File: src/rtl/instr_encoder_pkg.sv
// Shared types and RV32I encoding constants for the instruction encoder.
package instr_encoder_pkg;

  typedef enum logic [2:0] {
    OP_LB  = 3'd0,
    OP_ORI = 3'd1,
    OP_SB  = 3'd2,
    OP_ADD = 3'd3,
    OP_AND = 3'd4,
    OP_SLL = 3'd5,
    OP_BNE = 3'd6,
    OP_ILL = 3'd7
  } op_e;

  localparam logic [6:0] OPC_LOAD   = 7'b0000011;
  localparam logic [6:0] OPC_OPIMM  = 7'b0010011;
  localparam logic [6:0] OPC_STORE  = 7'b0100011;
  localparam logic [6:0] OPC_OP     = 7'b0110011;
  localparam logic [6:0] OPC_BRANCH = 7'b1100011;

  localparam logic [2:0] F3_LB  = 3'b000;
  localparam logic [2:0] F3_ORI = 3'b110;
  localparam logic [2:0] F3_SB  = 3'b000;
  localparam logic [2:0] F3_ADD = 3'b000;
  localparam logic [2:0] F3_AND = 3'b111;
  localparam logic [2:0] F3_SLL = 3'b001;
  localparam logic [2:0] F3_BNE = 3'b001;

  localparam logic [6:0] F7_BASE = 7'b0000000;

  typedef enum logic [1:0] {
    ST_IDLE = 2'd0,
    ST_RUN  = 2'd1,
    ST_FULL = 2'd2
  } state_e;

  localparam logic [1:0] ERR_NONE  = 2'b00;
  localparam logic [1:0] ERR_OP    = 2'b01;
  localparam logic [1:0] ERR_IMM   = 2'b10;
  localparam logic [1:0] ERR_ALIGN = 2'b11;

endpackage

File: src/rtl/instr_encoder_if.sv
// Request handshake and instruction-memory write bus of the encoder.
interface instr_encoder_if #(
  parameter int ADDR_W = 32
);
  logic                     req_valid;
  logic                     req_ready;
  logic [2:0]               req_op;
  logic [4:0]               req_rd;
  logic [4:0]               req_rs1;
  logic [4:0]               req_rs2;
  logic signed [12:0]       req_imm;
  logic                     mem_we;
  logic [ADDR_W-1:0]        mem_addr;
  logic [31:0]              mem_wdata;

  modport master (
    output req_valid, req_op, req_rd, req_rs1, req_rs2, req_imm,
    input  req_ready, mem_we, mem_addr, mem_wdata
  );

  modport slave (
    input  req_valid, req_op, req_rd, req_rs1, req_rs2, req_imm,
    output req_ready, mem_we, mem_addr, mem_wdata
  );
endinterface

File: src/rtl/instr_pack.sv
// Combinational RV32I packer: symbolic op + fields -> 32-bit word, legality and error code.
module instr_pack
  import instr_encoder_pkg::*;
(
  input  logic [2:0]         i_op,
  input  logic [4:0]         i_rd,
  input  logic [4:0]         i_rs1,
  input  logic [4:0]         i_rs2,
  input  logic signed [12:0] i_imm,
  output logic [31:0]        o_word,
  output logic               o_legal,
  output logic [1:0]         o_err_code
);

  logic w_imm12_ok;

  // I/S immediates are 12-bit: the 13th bit must be a pure sign extension.
  assign w_imm12_ok = (i_imm[12] == i_imm[11]);

  always_comb begin
    o_word     = '0;
    o_legal    = 1'b1;
    o_err_code = ERR_NONE;
    case (op_e'(i_op))
      OP_LB:  o_word = {i_imm[11:0], i_rs1, F3_LB, i_rd, OPC_LOAD};
      OP_ORI: o_word = {i_imm[11:0], i_rs1, F3_ORI, i_rd, OPC_OPIMM};
      OP_SB:  o_word = {i_imm[11:5], i_rs2, i_rs1, F3_SB, i_imm[4:0], OPC_STORE};
      OP_ADD: o_word = {F7_BASE, i_rs2, i_rs1, F3_ADD, i_rd, OPC_OP};
      OP_AND: o_word = {F7_BASE, i_rs2, i_rs1, F3_AND, i_rd, OPC_OP};
      OP_SLL: o_word = {F7_BASE, i_rs2, i_rs1, F3_SLL, i_rd, OPC_OP};
      OP_BNE: o_word = {i_imm[12], i_imm[10:5], i_rs2, i_rs1, F3_BNE,
                        i_imm[4:1], i_imm[11], OPC_BRANCH};
      default: begin
        o_legal    = 1'b0;
        o_err_code = ERR_OP;
      end
    endcase

    if ((op_e'(i_op) == OP_LB || op_e'(i_op) == OP_ORI || op_e'(i_op) == OP_SB)
        && !w_imm12_ok) begin
      o_legal    = 1'b0;
      o_err_code = ERR_IMM;
    end
    if (op_e'(i_op) == OP_BNE && i_imm[0]) begin
      o_legal    = 1'b0;
      o_err_code = ERR_ALIGN;
    end
  end

endmodule

File: src/rtl/instr_encoder.sv
// Sequential RV32I program writer: accepts symbolic requests and writes packed words
// to consecutive instruction-memory addresses starting at BASE_ADDR.
module instr_encoder
  import instr_encoder_pkg::*;
#(
  parameter int                ADDR_W      = 32,
  parameter logic [ADDR_W-1:0] BASE_ADDR   = '0,
  parameter int                DEPTH_WORDS = 64,
  localparam int               CNT_W       = $clog2(DEPTH_WORDS) + 1
) (
  input  logic             clock,
  input  logic             reset,
  input  logic             start,
  instr_encoder_if.slave   bus,
  output logic [CNT_W-1:0] count,
  output logic             full,
  output logic             err,
  output logic [1:0]       err_code
);

  state_e            r_state;
  logic [ADDR_W-1:0] r_ptr;
  logic [CNT_W-1:0]  r_count;
  logic              r_full;
  logic              r_err;
  logic [1:0]        r_err_code;
  logic              r_we;
  logic [ADDR_W-1:0] r_addr;
  logic [31:0]       r_wdata;

  logic              w_ready;
  logic              w_accept;
  logic              w_write;
  logic              w_legal;
  logic [1:0]        w_code;
  logic [31:0]       w_word;
  logic [CNT_W-1:0]  w_cnt_next;
  logic              w_last;

  instr_pack u_pack (
    .i_op       (bus.req_op),
    .i_rd       (bus.req_rd),
    .i_rs1      (bus.req_rs1),
    .i_rs2      (bus.req_rs2),
    .i_imm      (bus.req_imm),
    .o_word     (w_word),
    .o_legal    (w_legal),
    .o_err_code (w_code)
  );

  // start wins over a simultaneous request, so that request stays pending.
  assign w_ready    = (r_state == ST_RUN) && !start;
  assign w_accept   = bus.req_valid && w_ready;
  assign w_write    = w_accept && w_legal;
  assign w_cnt_next = r_count + CNT_W'(1);
  assign w_last     = (w_cnt_next == CNT_W'(DEPTH_WORDS));

  always_ff @(posedge clock or posedge reset) begin
    if (reset) begin
      r_state    <= ST_IDLE;
      r_ptr      <= BASE_ADDR;
      r_count    <= '0;
      r_full     <= 1'b0;
      r_err      <= 1'b0;
      r_err_code <= ERR_NONE;
      r_we       <= 1'b0;
      r_addr     <= BASE_ADDR;
      r_wdata    <= '0;
    end else begin
      r_we <= w_write;
      if (w_write) begin
        r_addr  <= r_ptr;
        r_wdata <= w_word;
        r_ptr   <= r_ptr + ADDR_W'(4);
        r_count <= w_cnt_next;
        r_full  <= w_last;
        if (w_last) r_state <= ST_FULL;
      end
      if (w_accept && !w_legal) begin
        r_err <= 1'b1;
        if (!r_err) r_err_code <= w_code;
      end
      // A write registered earlier still drains next cycle; only the counters rewind.
      if (start) begin
        r_state    <= ST_RUN;
        r_ptr      <= BASE_ADDR;
        r_count    <= '0;
        r_full     <= 1'b0;
        r_err      <= 1'b0;
        r_err_code <= ERR_NONE;
      end
    end
  end

  assign bus.req_ready = w_ready;
  assign bus.mem_we    = r_we;
  assign bus.mem_addr  = r_addr;
  assign bus.mem_wdata = r_wdata;
  assign count         = r_count;
  assign full          = r_full;
  assign err           = r_err;
  assign err_code      = r_err_code;

endmodule

File: src/flat_wrapper.sv
// flat-port wrapper written by rule: the top's interface ports become plain ports
module instr_encoder_flat import instr_encoder_pkg::*;
#(
  parameter int                ADDR_W      = 32,
  parameter logic [ADDR_W-1:0] BASE_ADDR   = '0,
  parameter int                DEPTH_WORDS = 64,
  localparam int               CNT_W       = $clog2(DEPTH_WORDS) + 1
)
  (clock, reset, start, count, full, err, err_code, bus_req_valid, bus_req_op, bus_req_rd, bus_req_rs1, bus_req_rs2, bus_req_imm, bus_req_ready, bus_mem_we, bus_mem_addr, bus_mem_wdata);
  instr_encoder_if #(.ADDR_W(ADDR_W)) bus_i ();
  input  logic clock;
  input  logic reset;
  input  logic start;
  output logic [CNT_W-1:0] count;
  output logic full;
  output logic err;
  output logic [1:0] err_code;
  input wire logic [$bits(bus_i.req_valid)-1:0] bus_req_valid;
  input wire logic [$bits(bus_i.req_op)-1:0] bus_req_op;
  input wire logic [$bits(bus_i.req_rd)-1:0] bus_req_rd;
  input wire logic [$bits(bus_i.req_rs1)-1:0] bus_req_rs1;
  input wire logic [$bits(bus_i.req_rs2)-1:0] bus_req_rs2;
  input wire logic [$bits(bus_i.req_imm)-1:0] bus_req_imm;
  output wire logic [$bits(bus_i.req_ready)-1:0] bus_req_ready;
  output wire logic [$bits(bus_i.mem_we)-1:0] bus_mem_we;
  output wire logic [$bits(bus_i.mem_addr)-1:0] bus_mem_addr;
  output wire logic [$bits(bus_i.mem_wdata)-1:0] bus_mem_wdata;
  assign bus_i.req_valid = bus_req_valid;
  assign bus_i.req_op = bus_req_op;
  assign bus_i.req_rd = bus_req_rd;
  assign bus_i.req_rs1 = bus_req_rs1;
  assign bus_i.req_rs2 = bus_req_rs2;
  assign bus_i.req_imm = bus_req_imm;
  assign bus_req_ready = bus_i.req_ready;
  assign bus_mem_we = bus_i.mem_we;
  assign bus_mem_addr = bus_i.mem_addr;
  assign bus_mem_wdata = bus_i.mem_wdata;
  instr_encoder #(.ADDR_W(ADDR_W), .BASE_ADDR(BASE_ADDR), .DEPTH_WORDS(DEPTH_WORDS)) u_core (.clock(clock), .reset(reset), .start(start), .bus(bus_i), .count(count), .full(full), .err(err), .err_code(err_code));
endmodule
File: config.mk
export PLATFORM = sky130hd
export DESIGN_NAME = instr_encoder_flat
export DESIGN_NICKNAME = d
export VERILOG_FILES = /design/src/rtl/instr_encoder_pkg.sv /design/src/rtl/instr_encoder_if.sv /design/src/rtl/instr_pack.sv /design/src/rtl/instr_encoder.sv /design/src/flat_wrapper.sv
export SDC_FILE = /design/constraint.sdc
export NUM_CORES = 1
export LEC_CHECK = 0
export ABC_AREA = 1
export ABC_CLOCK_PERIOD_IN_PS = 4650
export CORE_AREA = 8 8 101 148
export DETAILED_ROUTE_END_ITERATION = 8
export DIE_AREA = 0 0 109 156
export PLACE_DENSITY_LB_ADDON = 0.3
export SYNTH_ARGS = -nofsm -noshare
export SYNTH_HDL_FRONTEND = slang
export SYNTH_SLANG_ARGS = --single-unit
File: constraint.sdc
create_clock -name clock -period 4.65 [get_ports clock]
set_input_delay 0.93 -clock clock [delete_from_list [all_inputs] [get_ports clock]]
set_output_delay 0.93 -clock clock [all_outputs]
set_load 0.02 [all_outputs]
# Yosys cells after proc, flatten, opt, wreduce, memory -nomap -nowiden
# Cells that the tools add are included.
[classes]
add_sub_neg = 2
n_eq_ne = 10
muxes = 21
reduce_logical = 18
[op_table]
columns = ["operator", "count"]
rows = [
  ["$pmux 32 s7", 1],
  ["$mux 32", 2],
  ["$add 32x3->32 const B", 1],
  ["$mux 2", 8],
  ["$mux 7", 2],
  ["$eq 3x3->1 const B", 3],
  ["$mux 1", 8],
  ["$add 7x1->7 const B", 1],
  ["$eq 7x7->1 const B", 1],
  ["$reduce_or 7->1", 1],
  ["$eq 3x2->1 const B", 2],
  ["$logic_and 1x1->1", 6],
  ["$reduce_bool 2->1", 3],
  ["$reduce_and 2->1", 2],
  ["$eq 3x1->1 const B", 1],
  ["$logic_not 1->1", 3],
  ["$logic_not 3->1", 1],
  ["$eq 2x1->1 const B", 1],
  ["$logic_or 1x1->1", 2],
  ["$ne 2x2->1 const B", 1],
  ["$eq 1x1->1", 1],
]
[totals]
reg_bits = 110
in_bits = 35
out_inout_bits = 77
wordCells = 60

# Logic depth before layout (Yosys ltp)
[depth]
word_depth = 10
ltp_mapped = 9
depth_no_buf = 9

# By module
# From an unflattened synthesis, not the netlist that was laid out.
[hier_totals]
hier_cells = 719
hier_area_um2 = 5311.3
[by_module_without_submodules]
columns = ["mod", "instances", "cells_each", "area_each_um2", "seq_area_each_um2"]
rows = [
  ["instr_encoder", 1, 625, 4908.5, 2652.5],
  ["instr_pack", 1, 94, 402.9, 0.0],
]

# Worst setup path after synthesis
# No wires, ideal clock.
[synth_timing]
kind = "input -> output"
from = "input port start"
to = "output port bus_req_ready"
arrival_ns = 1.266
required_time_ns = 3.720
setup_slack_ns = 2.454
cell_stages = 3
n_path_buf = 0
path_cell_list = "inv_2 nand3_1 inv_1"
[synth_via]
elab_chain_len = 2
[synth_rtl]
columns = ["element", "line_no", "rtl"]
rows = [
  ["start: declaration", "flat_wrapper.sv:13", "input logic start;"],
  ["$logic_not 1->1", "instr_encoder.sv:52", "assign w_ready = (r_state == ST_RUN) && !start;"],
  ["$logic_and 1x1->1", "instr_encoder.sv:52", ""],
  ["end: declaration", "flat_wrapper.sv:24", "output wire logic [$bits(bus_i.req_ready)-1:0] bus_req_ready;"],
]
# Every way passes these cells.

# Worst setup path after layout
# Ends and elaborated chain as after synthesis.

==> run metrics <==
Required @ worst endpoint=around 3.7 ns; Final Hold Fails=0; CP cell instances=clkdlybuf4s50_1 > inv_2 > nand3_1 > inv_1 > clkdlybuf4s50_1; Worst path max stage delay=between 0.5 and 0.6 ns; Post-synth EDFFs=0; Top-Level Pins=approximately 110; Post-CTS Setup Bufs=0; Die W=109 um; status=completed; NetSw=0.5395 mW; CTS tree=done; Initial DRC Count=~210; Routed WL=13.60 mm; Slew headroom=48.77%; clock root cell=clkbuf_16; H-tree depth=3; post-CTS sizing=0; CTS buffer count=9; Crit-path slowest cell=clkdlybuf4s50_1; most used cell, CP=clkdlybuf4s50_1; f_max=317.9 MHz; DRC viols=0; routed vias/inst=around 4.9; initial antenna violation count=0; share of flip-flops with an asynchronous set or reset=100.0%; CTS clk-pin slew, worst paths=approximately 0.060 ns; sequential share of power=47.1%; CTS Buffer Depth=2; initial core utilization=39.02%; Critical Path AT=between 2 and 2.5 ns; Power Total=about 2.1 mW; layout cells sized above 1=under 10%; first-pass GRT wire length=between 20 and 25 mm; total number of vias=about 4.5k; static leakage=roughly 3 nW; Comb pwr share=roughly 16%; ratio of final minimum period to clock period=between 60% and 70%; Min Clock Period, post-route=3.146 ns; input/output buffers=~110; Yosys reg bits=102; Clock Latency Late Sink=0.34 ns; mapped cell area=0.005005 mm2; worst slew pin tran=between 0.7 and 0.8 ns; antenna-violating nets left=0; vias in the first global route=4474; Detailed Routing Iterations Pass 1=4; Clk pwr share=approximately 37%; worst path buffer plus inverter count=4; routed len/inst=14.67 um; ant diodes=0; # setup viols final=0; gp weighted congestion=between 0.9 and 1; PD cells=approximately 320 mW/mm2; GRT Resource Usage Total=16.20%; Final Skew=slightly below 0.008 ns; sw frac=around a quarter; core area=between 0.01 and 0.015 mm2; worst hold path type=flip-flop to flip-flop; post-synthesis sequential area ratio=about 50%; internal power=between 1.5 and 2 mW; post-synthesis cell count=665; CTS sink count=102; CP Launch Type=input pin; Final Max Tran Viols=0; std cell rows=51; CP delay by family, top=buffers and inverters; grt ovf=0; YS warnings=0; die height=between 150 and 200 um; mean post-synth cell area=around 7.5 um2; area grow syn2layout=29.15%; RSZ-0062 raised after global routing=no; Max-Cap Viols=0; maximum vdd drop=201.4 uV; Placed Area=~0.006 mm2; top_reg_cell synth=dfrtp_1; Layout Nets=800; filler instances=about 1.3k; Final HPWL DP=around 10 mm; Crit Path Max Fanout=3; utilization after layout=~50%; largest net degree at the start of global routing=86; Netlist cell types=30; setup TNS=0 ns; crit end category=primary output; Non-Filler Cell Area, Final=0.006464 mm2; cts hold-fix bufs=0; kind of critical path=input pin to primary output; Die Footprint=~0.017 mm2
[cell usage after synthesis (2+ instances only)]
library cell,n,area (um2)
a21oi_1,7,35.03
buf_1,2,7.510
buf_2,8,40.04
buf_4,9,67.56
clkbuf_1,8,30.03
dfrtp_1,102,2552
ha_1,2,25.02
inv_1,56,210.2
inv_2,5,18.77
nand2_1,262,983.4
nand3_1,32,160.2
nand4_1,20,125.1
nor2_1,61,229.0
nor3_1,5,25.02
o21ai_0,47,235.2
o21ai_1,18,90.09
o22ai_1,7,43.79
xor2_1,2,17.52
[worst min-delay path: stages (launching register included)]
cell and delay, ns:
dfrtp_1 0.34, nand2_1 0.05, o21ai_0 0.06
[final timing paths]
check,from,endpoint,slack (ns),cells past startpoint
setup / recovery,start,bus_req_ready,1.50,5
hold reg to reg,u_core.bus.mem_addr[25]$_DFFE_PP0P_,u_core.bus.mem_addr[25]$_DFFE_PP0P_,0.48,2
hold / removal,u_core.bus.mem_addr[25]$_DFFE_PP0P_,u_core.bus.mem_addr[25]$_DFFE_PP0P_,0.48,2
min in group asynchronous,reset,u_core.bus.mem_wdata[16]$_DFFE_PP0P_,0.93,2
max in group asynchronous,reset,u_core.count[5]$_DFFE_PP0P_,2.89,3
setup reg to reg,u_core.r_state[1]$_DFFE_PP0P_,u_core.bus.mem_wdata[16]$_DFFE_PP0P_,2.52,8
[metal layers]
metal	routed length, um	vias to the layer above	global-route usage [%]
met5	0	-	0
met4	173	0	5.435
met3	592	9	2.564
met2	7129	100	29.40
met1	5703	2143	18.48
li1	-	2293	-
[power groups by stage]
stage,Combinational (mW),Clock (mW),Sequential [mW]
floorplan,0.116,0,1.04
global placement,0.335,0,0.982
detailed placement,0.342,0,0.984
CTS,0.342,0.765,0.967
global route,0.366,0.801,0.973
finish,0.336,0.748,0.967
[metrics by stage]
stage | hold WS [ns] | instances | setup slack, ns
2_1_floorplan | 0.4425 | 668 | 1.045
3_3_place_gp | 0.4589 | 911 | 1.478
3_5_place_dp | 0.4667 | 911 | 1.397
4_1_cts | 0.4850 | 927 | 1.498
5_1_grt | 0.5015 | 927 | 1.446
6_report | 0.4840 | 927 | 1.504
[cells in the final DEF (no fill, tap or decap), types with 9 or more instances in the layout]
cell | netlist | final
clkbuf_16 | 0 | 9
inv_1 | 56 | 55
nor2_1 | 61 | 61
clkdlybuf4s50_1 | 0 | 107
o21ai_1 | 18 | 18
nand3_1 | 32 | 32
dfrtp_1 | 102 | 102
nand4_1 | 20 | 20
nand2_1 | 262 | 262
o21ai_0 | 47 | 47
[final cells by class]
type                            instances  area (um2)  share of cell area [%]
Clock buffer                           13       250.2                   3.871
Clock inverter                          3       43.79                  0.6775
Inverter                               61       231.5                   3.581
Multi-Input combinational cell        477        2078                   32.15
Sequential cell                       102        2552                   39.49
Tap cell                              159       198.9                   3.078
Timing Repair Buffer                  112        1109                   17.15
[logic make-up (layout without fill, tap and decap cells)]
kind of cell    after synthesis  in the layout  synth area share (%)
simple gates                387            387                 31.75
fa+ha+maj                     2              2                0.4999
buf+inv                      89            189                 7.700
other cells                   1              4               0.07493
flops                       102            102                 51.00
compound gates               82             82                 8.625
xor+xnor                      2              2                0.3501
[sequential cells by signal, indices dropped and copies added (netlist names)]
register / cells
u_core.bus.mem_we: 1
u_core.err_code: 2
u_core.err: 1
u_core.count: 7
u_core.bus.mem_wdata: 28
u_core.r_state: 2
u_core.bus.mem_addr: 30
u_core.r_ptr: 30
u_core.full: 1
Power figures use the tool's default switching activity.
